--- src/rtl/pipe_pkg.sv ---
// Shared definitions for the pipeline stage register bank: stage indices,
// the bubble word, the stage record type and a small popcount helper.
package pipe_pkg;
    localparam int PIPE_XLEN = 32;

    localparam int STG_IFID  = 3;
    localparam int STG_IDEX  = 2;
    localparam int STG_EXMEM = 1;
    localparam int STG_MEMWB = 0;

    localparam logic [31:0] BUBBLE_INST = 32'h0000_0000;

    typedef struct packed {
        logic [31:0]           inst;
        logic [PIPE_XLEN-1:0]  pc;
        logic                  valid;
    } stage_t;

    function automatic logic [2:0] popcount4(input logic [3:0] v);
        popcount4 = {2'b00, v[0]} + {2'b00, v[1]} + {2'b00, v[2]} + {2'b00, v[3]};
    endfunction
endpackage

--- src/rtl/pipe_stage_reg.sv ---
// One pipeline stage register: bubble beats enable, enable loads, else hold.
// Stages that carry no PC are built with PCW=1 and a tied-off pc input.
module pipe_stage_reg
    import pipe_pkg::*;
#(
    parameter int          PCW    = 32,
    parameter logic [31:0] BUBBLE = BUBBLE_INST
) (
    input  logic           clk,
    input  logic           rst,
    input  logic           i_en,
    input  logic           i_bubble,
    input  logic [31:0]    i_inst,
    input  logic [PCW-1:0] i_pc,
    input  logic           i_valid,
    output logic [31:0]    o_inst,
    output logic [PCW-1:0] o_pc,
    output logic           o_valid
);

    // Stage contents: bubble has priority over load even when enable is low.
    always_ff @(posedge clk or posedge rst) begin
        if (rst) begin
            o_inst  <= BUBBLE;
            o_pc    <= {PCW{1'b0}};
            o_valid <= 1'b0;
        end else if (i_bubble) begin
            o_inst  <= BUBBLE;
            o_pc    <= {PCW{1'b0}};
            o_valid <= 1'b0;
        end else if (i_en) begin
            o_inst  <= i_inst;
            o_pc    <= i_pc;
            o_valid <= i_valid;
        end else begin
            o_inst  <= o_inst;
            o_pc    <= o_pc;
            o_valid <= o_valid;
        end
    end

endmodule

--- src/rtl/pipe_stage_bank.sv ---
// PC holder plus IF/ID, ID/EX, EX/MEM, MEM/WB registers driven by hazard-unit
// stall/flush commands. Optional perf counters under PIPE_PERF_CNT_EN.
module pipe_stage_bank
    import pipe_pkg::*;
#(
    parameter int               XLEN     = 32,
    parameter logic [31:0]      BUBBLE   = BUBBLE_INST,
    parameter logic [XLEN-1:0]  RESET_PC = {XLEN{1'b0}}
) (
    input  logic            clk,
    input  logic            rst,
    input  logic [XLEN-1:0] pc_next,
    input  logic [31:0]     inst_if,
    input  logic [3:0]      enable_ff,
    input  logic [3:0]      reset_ff,
    input  logic            enable_pc,
    input  logic [XLEN-1:0] data_wb,
    output logic [XLEN-1:0] pc,
    output logic [31:0]     inst_id,
    output logic [31:0]     inst_ex,
    output logic [31:0]     inst_mem,
    output logic [31:0]     inst_wb,
    output logic [XLEN-1:0] pc_id,
    output logic [XLEN-1:0] pc_ex,
    output logic            valid_id,
    output logic            valid_ex,
    output logic            valid_mem,
    output logic            valid_wb,
    output logic [XLEN-1:0] data_wb_d1,
    output logic            stall_o
`ifdef PIPE_PERF_CNT_EN
    ,
    output logic [31:0]     stall_cnt,
    output logic [31:0]     bubble_cnt
`endif
);

    logic [0:0] w_exmem_pc_unused;
    logic [0:0] w_memwb_pc_unused;

    // Fetch PC: advances only when the hazard unit lets fetch proceed.
    always_ff @(posedge clk or posedge rst) begin
        if (rst) begin
            pc <= RESET_PC;
        end else if (enable_pc) begin
            pc <= pc_next;
        end else begin
            pc <= pc;
        end
    end

    // Previous writeback datum and registered stall indication, always tracking.
    always_ff @(posedge clk or posedge rst) begin
        if (rst) begin
            data_wb_d1 <= {XLEN{1'b0}};
            stall_o    <= 1'b0;
        end else begin
            data_wb_d1 <= data_wb;
            stall_o    <= ~enable_pc;
        end
    end

    pipe_stage_reg #(.PCW(XLEN), .BUBBLE(BUBBLE)) u_ifid (
        .clk      (clk),
        .rst      (rst),
        .i_en     (enable_ff[STG_IFID]),
        .i_bubble (reset_ff[STG_IFID]),
        .i_inst   (inst_if),
        .i_pc     (pc),
        .i_valid  (1'b1),
        .o_inst   (inst_id),
        .o_pc     (pc_id),
        .o_valid  (valid_id)
    );

    pipe_stage_reg #(.PCW(XLEN), .BUBBLE(BUBBLE)) u_idex (
        .clk      (clk),
        .rst      (rst),
        .i_en     (enable_ff[STG_IDEX]),
        .i_bubble (reset_ff[STG_IDEX]),
        .i_inst   (inst_id),
        .i_pc     (pc_id),
        .i_valid  (valid_id),
        .o_inst   (inst_ex),
        .o_pc     (pc_ex),
        .o_valid  (valid_ex)
    );

    pipe_stage_reg #(.PCW(1), .BUBBLE(BUBBLE)) u_exmem (
        .clk      (clk),
        .rst      (rst),
        .i_en     (enable_ff[STG_EXMEM]),
        .i_bubble (reset_ff[STG_EXMEM]),
        .i_inst   (inst_ex),
        .i_pc     (1'b0),
        .i_valid  (valid_ex),
        .o_inst   (inst_mem),
        .o_pc     (w_exmem_pc_unused),
        .o_valid  (valid_mem)
    );

    pipe_stage_reg #(.PCW(1), .BUBBLE(BUBBLE)) u_memwb (
        .clk      (clk),
        .rst      (rst),
        .i_en     (enable_ff[STG_MEMWB]),
        .i_bubble (reset_ff[STG_MEMWB]),
        .i_inst   (inst_mem),
        .i_pc     (1'b0),
        .i_valid  (valid_mem),
        .o_inst   (inst_wb),
        .o_pc     (w_memwb_pc_unused),
        .o_valid  (valid_wb)
    );

`ifdef PIPE_PERF_CNT_EN
    // Free-running wrap-around counters of stalled cycles and inserted bubbles.
    always_ff @(posedge clk or posedge rst) begin
        if (rst) begin
            stall_cnt  <= 32'd0;
            bubble_cnt <= 32'd0;
        end else begin
            if (!enable_pc) begin
                stall_cnt <= stall_cnt + 32'd1;
            end else begin
                stall_cnt <= stall_cnt;
            end
            bubble_cnt <= bubble_cnt + {29'd0, popcount4(reset_ff)};
        end
    end
`endif

endmodule

--- config.mk ---
export PLATFORM = sky130hd
export DESIGN_NAME = pipe_stage_bank
export DESIGN_NICKNAME = d
export VERILOG_FILES = /design/src/rtl/pipe_pkg.sv /design/src/rtl/pipe_stage_reg.sv /design/src/rtl/pipe_stage_bank.sv
export SDC_FILE = /design/constraint.sdc
export NUM_CORES = 1
export LEC_CHECK = 0
export CAP_MARGIN = 20
export CORE_MARGIN = 5
export CORE_UTILIZATION = 38
export CTS_CLUSTER_SIZE = 20
export DETAILED_ROUTE_END_ITERATION = 16
export GPL_TIMING_DRIVEN = 0
export MAX_ROUTING_LAYER = met4
export PLACE_DENSITY = 0.8
export REMOVE_ABC_BUFFERS = 1
export SLEW_MARGIN = 10
export SYNTH_ARGS = -nofsm -noshare
export SYNTH_HDL_FRONTEND = slang
export SYNTH_HIERARCHICAL = 1
export SYNTH_SLANG_ARGS = --single-unit
--- constraint.sdc ---
create_clock -name clk -period 1.9 [get_ports clk]
set_input_delay 0.285 -clock clk [delete_from_list [all_inputs] [get_ports clk]]
set_output_delay 0.285 -clock clk [all_outputs]
set_load 0.01 [all_outputs]
Yosys cells after proc, flatten, opt, wreduce, memory -nomap -nowiden --
Index checks and enable logic that the tools add are counted.
Word-level totals: flip-flop bits (word level) 261, input port bits 107, output and inout port bits 261, word-level logic and storage cells 38
Cells by class: multiplexer cells 20, bitwise logic cells 1, reduce and logical (&&, ||, !) cells 4
Operators with widths (number):
- $mux W32 | 12
- $mux W1 | 8
- $reduce_bool A2 Y1 | 4
- $not A1 Y1 | 1

Depth between registers and ports, before layout --
Gate-level depths: netlist of the first run.
word-level depth 2, depth in mapped cells 4, gate-level depth less buffers 2

Hierarchy --
Netlist of the first run, hierarchy kept.
By module, submodules not included:
- pipe_stage_reg (u_idex ...) | instances 2, cells an instance 210, area each 2671.3 µm², sequential area each 1626.6 µm²
- pipe_stage_reg (u_exmem ...) | instances 2, cells an instance 111, area each 1412.6 µm², sequential area each 850.8 µm²
- pipe_stage_bank | instances 1, cells an instance 105, area each 2182.1 µm², sequential area each 1626.6 µm²

Least setup slack after synthesis of the first run --
Ideal clock, no wire load.
path kind input-to-reg, from in enable_pc, to reg pc[10], setup time 0.125 ns, arrival time 0.832 ns, data required time 1.775 ns, slack 0.943 ns, stages 3, buffers on the path 2, cells stage by stage buf_6 -> buf_12 -> mux2_4
RTL lines:
- start: declaration | line pipe_stage_bank.sv:16 | input logic enable_pc,
- end signal: assignment | line pipe_stage_bank.sv:46 | pc <= pc_next;
- end signal: assignment | line pipe_stage_bank.sv:48 | pc <= pc;
- end: declaration | line pipe_stage_bank.sv:18 | output logic [XLEN-1:0] pc,
No word-level cell between the ends.

Worst setup path after layout of the first run --
from reg pc[6], to out pc[6]
No word-level cell between the ends.

==> summary.md, run 1 <==
| Metric | Value |
|---|---|
| Share of cells above drive strength 1 | 0.0877 |
| Final non-filler cell total | 1459 |
| CTS max path bufs | 3 |
| Clk Latency, worst-skew pair | 540 ps |
| Crit-path slowest cell | clkdlybuf4s50_1 |
| Area delta synth->final | 45.5% |
| Cell Area, Synth | 0.0103 mm^2 |
| Post-route ant nets | 0 |
| Clock Skews | 18.3 ps |
| Die Ht | 174 um |
| Worst hold slack | 122 ps |
| Clk root buf | clkbuf_16 |
| Hold Path Class | input port to register |
| Switching pwr | 3.15 mW |
| Clock Pin Slew Worst Setup and Hold Paths | 60 ps |
| Vias per inst | 4.90 |
| I/O Buffers | 367 |
| DRC | 0 |
| Die X | 174 um |
| Worst EP arrival | 1550 ps |
| RSZ-0062 raised after global routing | false |
| Combinational power share | 0.133 |
| Finished Cell Area | 0.0149 mm^2 |
| Ant. Diodes | 0 |
| Htree depth | 1 |
| Max_cap viols | 0 |
| Vias in the first global route | 7843 |
| Crit Path Max Fanout | 3 |
| CTS tree | done |
| Final min period | 1830 ps |
| Pwr per Cell Area | 875 mW/mm^2 |
| Worst-Margin Slew | 868 ps |
| RD Place Congestion | 0.796 |
| Site Rows | 60 |
| Startpoint Class | register |
| Postcts setup bufs | 0 |
| Pin count of the biggest net entering global routing | 66 |
| Initial antenna violation count | 0 |
| Clock sink total | 261 |
| Drt wl/cell | 21.1 um |
| Iteration count of the initial detailed-routing pass | 4 |
| Global-route wire length before repair | 47500 um |
| Ports | 368 |
| Vias | 7156 |
| Peak supply drop | 0.830 mV |
| Fin crit share | 0.964 |
| Max incr delay on CP | 610 ps |
| Fin. max-slew vios | 0 |
| TritonCTS buffer count | 28 |
| CP delay by family, top | buffers and inverters |
| 1st-iter DRT viols | 471 |
| CP bufs+invs | 1 |
| Placeable Area | 0.0268 mm^2 |
| Worst slack at placement | 213 ps |
| Initial Util | 0.383 |
| Status | complete, no violations |
| Hold Vio Cnt, Final | 0 |
| Total power draw | 13.1 mW |
| Setup CP Type | register to output pin |
| Pint | 9.91 mW |
| FMAX | 546 MHz |
| Worst setup slack after layout | 68.5 ps |
| Synth Instances | 740 |
| Clock power share | 0.406 |
| Sw Ratio | 0.241 |
| Tot GR Track Use | 0.204 |
| Final Setup Violations | 0 |
| P_leak | 7.11 nW |
| Die footprint | 0.0304 mm^2 |
| Syn Area/Cell | 13.9 um^2 |
| Post-DP HPWL | 21300 um |
| Ys Warns | 6 |
| Critical path cell sequence | clkdlybuf4s50_1 |
| Cell total after placement | 1410 |
| Critical path endpoint category | output pin |
| Part of the power in registers | 0.461 |
| Max-slew headroom | 0.421 |
| Final Net Count | 1206 |
| DRT Wirelength | 30800 um |
| Post-DP Area | 0.0140 mm^2 |
| Critical Path RT | 1620 ps |
| Remaining Overflow, GRT | 0 |
layout make-up:
| class | count | area [um^2] |
|---|---|---|
| clock buffer | 43 | 837 |
| clock inverter | 6 | 66.3 |
| fill | 2177 | 11900 |
| inverter | 6 | 30.0 |
| multi-input combinational | 425 | 3170 |
| sequential | 261 | 6530 |
| tap | 341 | 427 |
| timing repair buffer | 377 | 3880 |
metrics by stage:
stage,TNS [ps],utilization
after floorplan,-2230,-
after detailed placement,0,0.524
final,0,0.557
after global placement,-786900,0.516
after CTS,0,0.557
after global routing,0,0.557
flip-flops by register name, summed over array words and instances (netlist names):
register and cells:
data_wb_d1 32, pc 32, u_exmem/o_inst 32, u_idex/o_inst 32, u_idex/o_pc 32, u_ifid/o_inst 32
u_ifid/o_pc 32, u_memwb/o_inst 32, stall_o 1, u_exmem/o_valid 1, u_idex/o_valid 1, u_ifid/o_valid 1
u_memwb/o_valid 1
power groups by stage:
stage	registers [mW]	logic [mW]	clock network (mW)
finish	6.02	1.74	5.31
global route	6.06	1.86	5.69
CTS	6.02	1.76	5.47
detailed placement	6.11	1.76	0
global placement	6.11	1.76	0
floorplan	6.20	0.461	0
layout by cell type (no fill, tap or decap):
cell and instances:
inv_2 2, clkinv_2 4, nor2_1 196, dfrtp_1 261
dlygate4sd2_1 2, bufinv_16 1, clkbuf_16 28, mux2i_1 196
clkinv_8 1, buf_2 5, clkbuf_1 7, inv_4 3
mux2_2 3, buf_4 4, buf_16 5, buf_12 5
inv_1 1, clkdlybuf4s50_1 355, mux2_4 29, clkbuf_8 8
dlymetal6s2s_1 1, conb_1 1
worst paths after layout:
check | start | end | slack, ps | depth (start not counted)
max in group asynchronous | rst | u_memwb/o_inst[19] | 870 | 2
worst max-delay path | pc[6] | pc[6] | 70 | 1
worst max register to register | pc[23] | u_ifid/o_pc[23] | 1050 | 2
worst min register to register | u_memwb/o_inst[16] | u_memwb/o_inst[16] | 520 | 2
min in group asynchronous | rst | u_exmem/o_inst[27] | 200 | 2
worst min-delay path | enable_pc | stall_o | 120 | 2
routing by layer:
layer,share of wire,GRT usage
met1,0.40,0.248
met2,0.48,0.335
met3,0.090,0.0607
met4,0.026,0.0518
met5,0,-
timing repair:
item | CTS | global route
resized for setup | 2 | 1
pin swaps | 0 | 0
endpoints found under the setup margin | 2 | 1
hold buffers | 0 | 0
Power figures use the tool's default switching activity.
==> run 2: changes to the inputs <==
- ABC_AREA: not set -> 0
==> results of run 2 <==
No change in the layout: final DEF, timing and power equal those of run 1.
==> run 3: changes to the inputs <==
- SETUP_SLACK_MARGIN: not set -> 0.2
==> summary.md, run 3 (synthesis gave the netlist of run 1 again) <==
| Metric | Value |
|---|---|
| R2r setup slk | 1020 ps |
| DRT Wirelength | 30900 um |
| Ports | 368 |
| Vias | 7130 |
| Most frequent cells in the layout | dfrtp_1, dlygate4sd2_1, mux2i_1, nor2_1, clkdlybuf4s50_1 |
| Final min period | 1590 ps |
| Htree depth | 1 |
| Post-route ant nets | 0 |
| Max-slew headroom | 0.413 |
| Max_cap viols | 0 |
| 1st-iter DRT viols | 449 |
| CP delay by family, top | flip-flops |
| Iteration count of the initial detailed-routing pass | 4 |
| Vias per inst | 4.88 |
| CTS max path bufs | 3 |
| Site Rows | 60 |
| Final Net Count | 1208 |
| Worst setup slack after layout | 307 ps |
| Area delta synth->final | 42.4% |
| Clock Skews | 19.8 ps |
| Critical Path RT | 1620 ps |
| Startpoint Class | register |
| Peak supply drop | 0.825 mV |
| Cts hold-fix bufs | 0 |
| Clock sink total | 261 |
| Worst-Margin Slew | 880 ps |
| FMAX | 628 MHz |
| RR Startpoint | u_idex/o_inst[19] |
| TritonCTS buffer count | 28 |
| Status | complete, no violations |
| Initial antenna violation count | 0 |
| Clk root buf | clkbuf_16 |
| Drt wl/cell | 21.2 um |
| Tot GR Track Use | 0.204 |
| Crit path from | u_idex/o_inst[7] |
| Fillers | 2321 |
| RSZ-0062 raised after global routing | false |
| Max incr delay on CP | 430 ps |
| I/O Buffers | 367 |
| Critical path endpoint category | output pin |
| Crit-path slowest cell | dfrtp_1 |
| Hold Path Class | input port to register |
| Fin. max-slew vios | 0 |
| Final Setup Violations | 0 |
| Clk Latency, worst-skew pair | 540 ps |
| Share of cells above drive strength 1 | 0.0893 |
| P_leak | 8.04 nW |
| Critical path cell sequence | dlygate4sd2_1 |
| Hold Vio Cnt, Final | 0 |
| Ant. Diodes | 0 |
| Initial Util | 0.383 |
| Post-DP HPWL | 21300 um |
| CP bufs+invs | 1 |
| RD Place Congestion | 0.796 |
| Setup CP Type | register to output pin |
| Worst slack at placement | 213 ps |
| Worst EP arrival | 1310 ps |
| Pin count of the biggest net entering global routing | 66 |
| Pwr per Cell Area | 880 mW/mm^2 |
| Placeable Area | 0.0268 mm^2 |
| Die footprint | 0.0304 mm^2 |
| Remaining Overflow, GRT | 0 |
| Global-route wire length before repair | 47600 um |
| Beginning of the worst hold path | enable_pc |
| Fin crit share | 0.839 |
| Die X | 174 um |
| Die Ht | 174 um |
| Crit Path Max Fanout | 3 |
| Fin Setup TNS | 0 ps |
| DRC | 0 |
| Vias in the first global route | 7844 |
| Clock Pin Slew Worst Setup and Hold Paths | 60 ps |
| CTS tree | done |
-- run 3: changes by cell type in the layout (fill, tap and decap cells not counted) --
| cell | before | now |
|---|---|---|
| dlygate4sd2_1 | 2 | 261 |
| dlymetal6s2s_1 | 1 | 0 |
| clkdlybuf4s50_1 | 355 | 97 |
| buf_4 | 4 | 6 |
-- run 3: metal layers --
layer	GRT usage	wire (um)
met3	0.0600	2770
met4	0.0518	782
met1	0.249	12400
met5	-	0
met2	0.336	15000
-- run 3: path summary, 6_finish.rpt --
check | endpoint | cells after the start
min in group asynchronous | u_exmem/o_inst[27] | 2
worst max-delay path | inst_ex[7] | 1
max in group asynchronous | u_memwb/o_inst[19] | 2
worst max register to register | u_exmem/o_inst[19] | 3
worst min-delay path | stall_o | 2
worst min register to register | u_idex/o_pc[17] | 2
-- run 3: cell type report --
| class | count | area [um^2] | area share |
|---|---|---|---|
| Sequential cell | 261 | 6530 | 0.447 |
| Inverter | 6 | 30.0 | 0.00205 |
| Multi-Input combinational cell | 425 | 3170 | 0.217 |
| Clock buffer | 43 | 837 | 0.0572 |
| Timing Repair Buffer | 379 | 3560 | 0.244 |
| Tap cell | 341 | 427 | 0.0292 |
| Clock inverter | 6 | 66.3 | 0.00453 |
-- run 3: report_power, final --
part | internal [mW] | switching (mW)
Clock | 3.15 | 2.15
Combinational | 0.767 | 0.796
Sequential | 5.82 | 0.191
-- run 3: metrics by stage --
step,util,hold slack (ps),power (mW),cells,instance area [um^2]
3_5_place_dp,0.524,508,7.87,1410,14000
2_1_floorplan,-,316,6.66,692,9720
6_report,0.546,116,12.9,1461,14600
3_3_place_gp,0.516,502,7.87,1400,13800
5_1_grt,0.546,125,13.4,1461,14600
4_1_cts,0.546,85.5,13.1,1461,14600
-- run 3: what timing repair did --
item / 4_1_cts / 5_1_grt
gates resized for setup: 261 / 0
buffers inserted: 2 / 0
setup endpoints to repair: 261 / 0
